### src/rtl/iddr_deser.sv
// rtl/iddr_deser.sv - DDR input capture (Q1/Q2) with a 1:2N deserializer and word slip
// Define IDDR_WORD_PARITY_EN to add the WORD_PAR output (even parity of WORD).
module iddr_deser #(
  parameter string DDR_CLK_EDGE = "SAME_EDGE_PIPELINED",
  parameter logic  INIT_Q1      = 1'b0,
  parameter logic  INIT_Q2      = 1'b0,
  parameter int    WORD_PAIRS   = 4
) (
  input  logic                    C,
  input  logic                    RN,
  input  logic                    CE,
  input  logic                    D,
  input  logic                    S,
  input  logic                    ALIGN,
  output logic                    Q1,
  output logic                    Q2,
  output logic [2*WORD_PAIRS-1:0] WORD,
`ifdef IDDR_WORD_PARITY_EN
  output logic                    WORD_PAR,
`endif
  output logic                    WORD_VALID
);

  localparam int W  = 2 * WORD_PAIRS;
  localparam int CW = ($clog2(WORD_PAIRS) < 1) ? 1 : $clog2(WORD_PAIRS);
  localparam logic [CW-1:0] LAST = CW'(WORD_PAIRS - 1);
  localparam bit OPP  = (DDR_CLK_EDGE == "OPPOSITE_EDGE");
  localparam bit SAME = (DDR_CLK_EDGE == "SAME_EDGE");

  logic          r;
  logic          f;
  logic          q1;
  logic          q2;
  logic          pair_ok;
  logic [W-3:0]  shift;
  logic [CW-1:0] cnt;
  logic [W-1:0]  nxt;

  // Word as it would look if the pair {r, f} were shifted in now.
  assign nxt = {shift, r, f};

  assign Q1 = OPP ? r : q1;
  assign Q2 = OPP ? f : q2;

  always_ff @(negedge C or negedge RN) begin
    if (!RN) begin
      f <= INIT_Q2;
    end else if (S) begin
      f <= 1'b1;
    end else if (CE) begin
      f <= D;
    end
  end

  // pair_ok stays low until a real rise sample exists, so reset values never enter a word.
  always_ff @(posedge C or negedge RN) begin
    if (!RN) begin
      r          <= INIT_Q1;
      q1         <= INIT_Q1;
      q2         <= INIT_Q2;
      pair_ok    <= 1'b0;
      shift      <= '0;
      cnt        <= '0;
      WORD       <= '0;
      WORD_VALID <= 1'b0;
`ifdef IDDR_WORD_PARITY_EN
      WORD_PAR   <= 1'b0;
`endif
    end else if (S) begin
      r          <= 1'b1;
      q1         <= 1'b1;
      q2         <= 1'b1;
      pair_ok    <= 1'b1;
      cnt        <= '0;
      WORD_VALID <= 1'b0;
    end else if (CE) begin
      r          <= D;
      q1         <= SAME ? D : r;
      q2         <= f;
      pair_ok    <= 1'b1;
      WORD_VALID <= 1'b0;
      if (pair_ok && !ALIGN) begin
        shift <= nxt[W-3:0];
        if (cnt == LAST) begin
          cnt        <= '0;
          WORD       <= nxt;
          WORD_VALID <= 1'b1;
`ifdef IDDR_WORD_PARITY_EN
          WORD_PAR   <= ^nxt;
`endif
        end else begin
          cnt <= cnt + 1'b1;
        end
      end
    end else begin
      WORD_VALID <= 1'b0;
    end
  end

endmodule

### config.mk
export PLATFORM = sky130hd
export DESIGN_NAME = iddr_deser
export DESIGN_NICKNAME = d
export VERILOG_FILES = /design/src/rtl/iddr_deser.sv
export SDC_FILE = /design/constraint.sdc
export NUM_CORES = 1
export LEC_CHECK = 0
export CAP_MARGIN = 40
export CORE_MARGIN = 3
export CORE_UTILIZATION = 49
export DETAILED_ROUTE_END_ITERATION = 8
export MAX_ROUTING_LAYER = met4
export PLACE_DENSITY = 0.84
export SKIP_CTS_REPAIR_TIMING = 1
export SLEW_MARGIN = 0
export SYNTH_ARGS = -nofsm -noshare
export SYNTH_HDL_FRONTEND = slang
export SYNTH_SLANG_ARGS = --single-unit
### constraint.sdc
create_clock -name C -period 1.55 [get_ports C]
set_input_delay 0.31 -clock C [delete_from_list [all_inputs] [get_ports C]]
set_output_delay 0.31 -clock C [all_outputs]
set_load 0.05 [all_outputs]
==> out/metrics.cfg <==
[run_status]
outcome=finished with violations
violations=negative setup slack

[floorplanning]
core_area_um2=1630
io_pins=17
die_x_um=49.1
die_area_um2=2410
die_y_um=49.1
initial_utilization_pct=55.8
rows=14

[logic_synthesis]
syn_nets=65
synth_top_area_share_pct=57.8
yosys-top-cells-area=dfrtp_1, mux2_4, mux2_2, dfrtn_1, a211o_2
synth-warning-count=0
synth-seq-cells=22
synth_edf_count=0
async_flop_share_pct=100
ys_types=20
synth-seq-area-share_pct=60.5
synth_cells=58
syn_area_um2=910
synth_common_cells=dfrtp_1, mux2_4, mux2_2
synthFlopType=dfrtp_1
synth_top_cell_by_area=dfrtp_1
syn_avg_cell_area_um2=15.7
yosysMostFrequentCell=dfrtp_1

[clocking]
numCtsBuffers=3
cts.path.max_buffers=2
htreeDepth=1
clk_latency_ps=300
cts_sinks=22
clock-root-buffer=clkbuf_4
path_clk_slew_ps=120
cts_tree=yes

[placed_design]
hpwl_um=1130
portBuffers=16
place_congestion=0.716
place_ws_ps=-396

[critical_path]
r2r_cells=1
worstSetupPathType=in2reg
timing.rr.start=f
worstPathCellList=clkdlybuf4s50_1, a21oi_2, o21ai_1
slowest_delay_ps=430
crit_path_start_kind=input pin
critical_path_depth=3
worstPathRequired_ps=920
worst-r2r-setup-slack_ps=0
crit_buf_inv=1
worstPathArrival_ps=960
cp-end-kind=flip-flop
cp_max_fo=2
crit_family=buffers and inverters
r2r-end=Q2
crit_path_top_delay_cell=clkdlybuf4s50_1

[global_routing]
grt.total_usage_pct=14.8
grt_overflow_total=0
grt_max_degree=22
first_global_vias=584
antenna_found_initial=0
grt_pass1_wl_um=2740

[timing]
finalWorstSetupSlack_ps=-32.8
rsz0062_at_grt=true
finalSetupTns_ps=-32.8
maxSlewViolCount=0
slew_headroom_pct=82.6
fin_skew_ps=10.3
finalSetupViolations=1
hold_viol=0
worst_pin_slew_ps=262

[pwr]
p_leak_nw=0.633
power-per-cell-area_nw_per_um2=1030
ir_worst_vdd_mv=0.721

[route]
drt_pass1_iterations=4
route.detailed.drc=0
post_drt_wl_per_cell_um=14.7
wirelength_um=1580
drt-initial-drc-count=8
viasPerCell=5.04
vias=539
drtAntennaViolNets=0

[worst_hold_path]
hp-class=in2reg
hold_depth=3
min_to=r
min-delay-start=S

[cells_and_area]
syn_to_final_growth_pct=42.1
nets=91
antenna_cells=0
fill_cells=99
drive_above_1_share_pct=51.8

[job]
drv_cap=0

[report_power, final]
group          leakage, nW  total, mW  switching, mW  internal [mW]
combinational        0.340      0.211         0.0885          0.122
clock               0.0279      0.433          0.172          0.261
sequential           0.266      0.689         0.0490          0.640
total                0.633       1.33          0.309           1.02
[registers in the layout (all words and copies together) (netlist names)]
| register | count |
|---|---|
| r | 1 |
| pair_ok | 1 |
| Q1 | 1 |
| Q2 | 1 |
| WORD | 8 |
| f | 1 |
| shift | 6 |
| cnt | 2 |
| WORD_VALID | 1 |
[layer usage]
layer  part of all wire (%)  global-route usage (%)  routed length [um]  up-vias
met2                     52                    25.4                 827       12
met1                     44                    18.7                 695      278
met5                      0                       -                   0        -
met3                    3.4                    3.06                  54        0
li1                       -                       -                   -      249
met4                      0                    1.42                   0        0
[through the flow]
step                total power, mW  hold WS, ps  util, %  std cells  cell area [um2]
floorplan                     0.805         14.4        -         58              917
global placement              0.902          474     75.8        103             1230
detailed placement            0.912          481     75.8        103             1230
CTS                            1.34          413     79.0        107             1290
global route                   1.39          332     79.3        107             1290
finish                         1.33          299     79.3        107             1290
[placed cells by master, fill, tap and decap left out, types with 2 or more instances in the layout]
cell	Yosys	layout
clkbuf_4	0	3
mux2_2	6	6
inv_1	3	3
clkdlybuf4s50_1	0	3
dfrtp_1	21	21
mux2_4	8	8
and2b_2	2	2
dlymetal6s2s_1	0	2
buf_12	0	10
a211o_2	2	2
buf_4	1	8
[worst max-delay path by stage]
stage                     end  startpoint  slack [ps]
after global placement      f          CE        -370
after detailed placement    f          CE        -400
final                       f           D         -30
after global routing       Q2           f         -20
after floorplan             f          CE           7
after CTS                   f          CE         -70
[cell type report]
| cell class | count | area (um2) | share of cell area (%) |
|---|---|---|---|
| multi-input combinational | 31 | 333 | 25.8 |
| tap | 24 | 30.0 | 2.32 |
| timing repair buffer | 23 | 315 | 24.4 |
| sequential | 22 | 551 | 42.6 |
| clock buffer | 3 | 22.5 | 1.74 |
| inverter | 3 | 11.3 | 0.871 |
| clock inverter | 1 | 30.0 | 2.32 |
[kinds of logic (layout without fill, tap and decap cells)]
kind of cell             count (synthesis)  in the layout  share of synthesized area (%)
flip-flops                              22             22                           60.5
multiplexers                            15             15                           21.7
AND/OR/NAND/NOR                          9              9                           8.67
AO/OA/AOI/OAI                            6              6                           4.40
buffers and inverters                    5             30                           3.30
adder cells (fa/ha/maj)                  1              1                           1.38
Power figures use the tool's default switching activity.
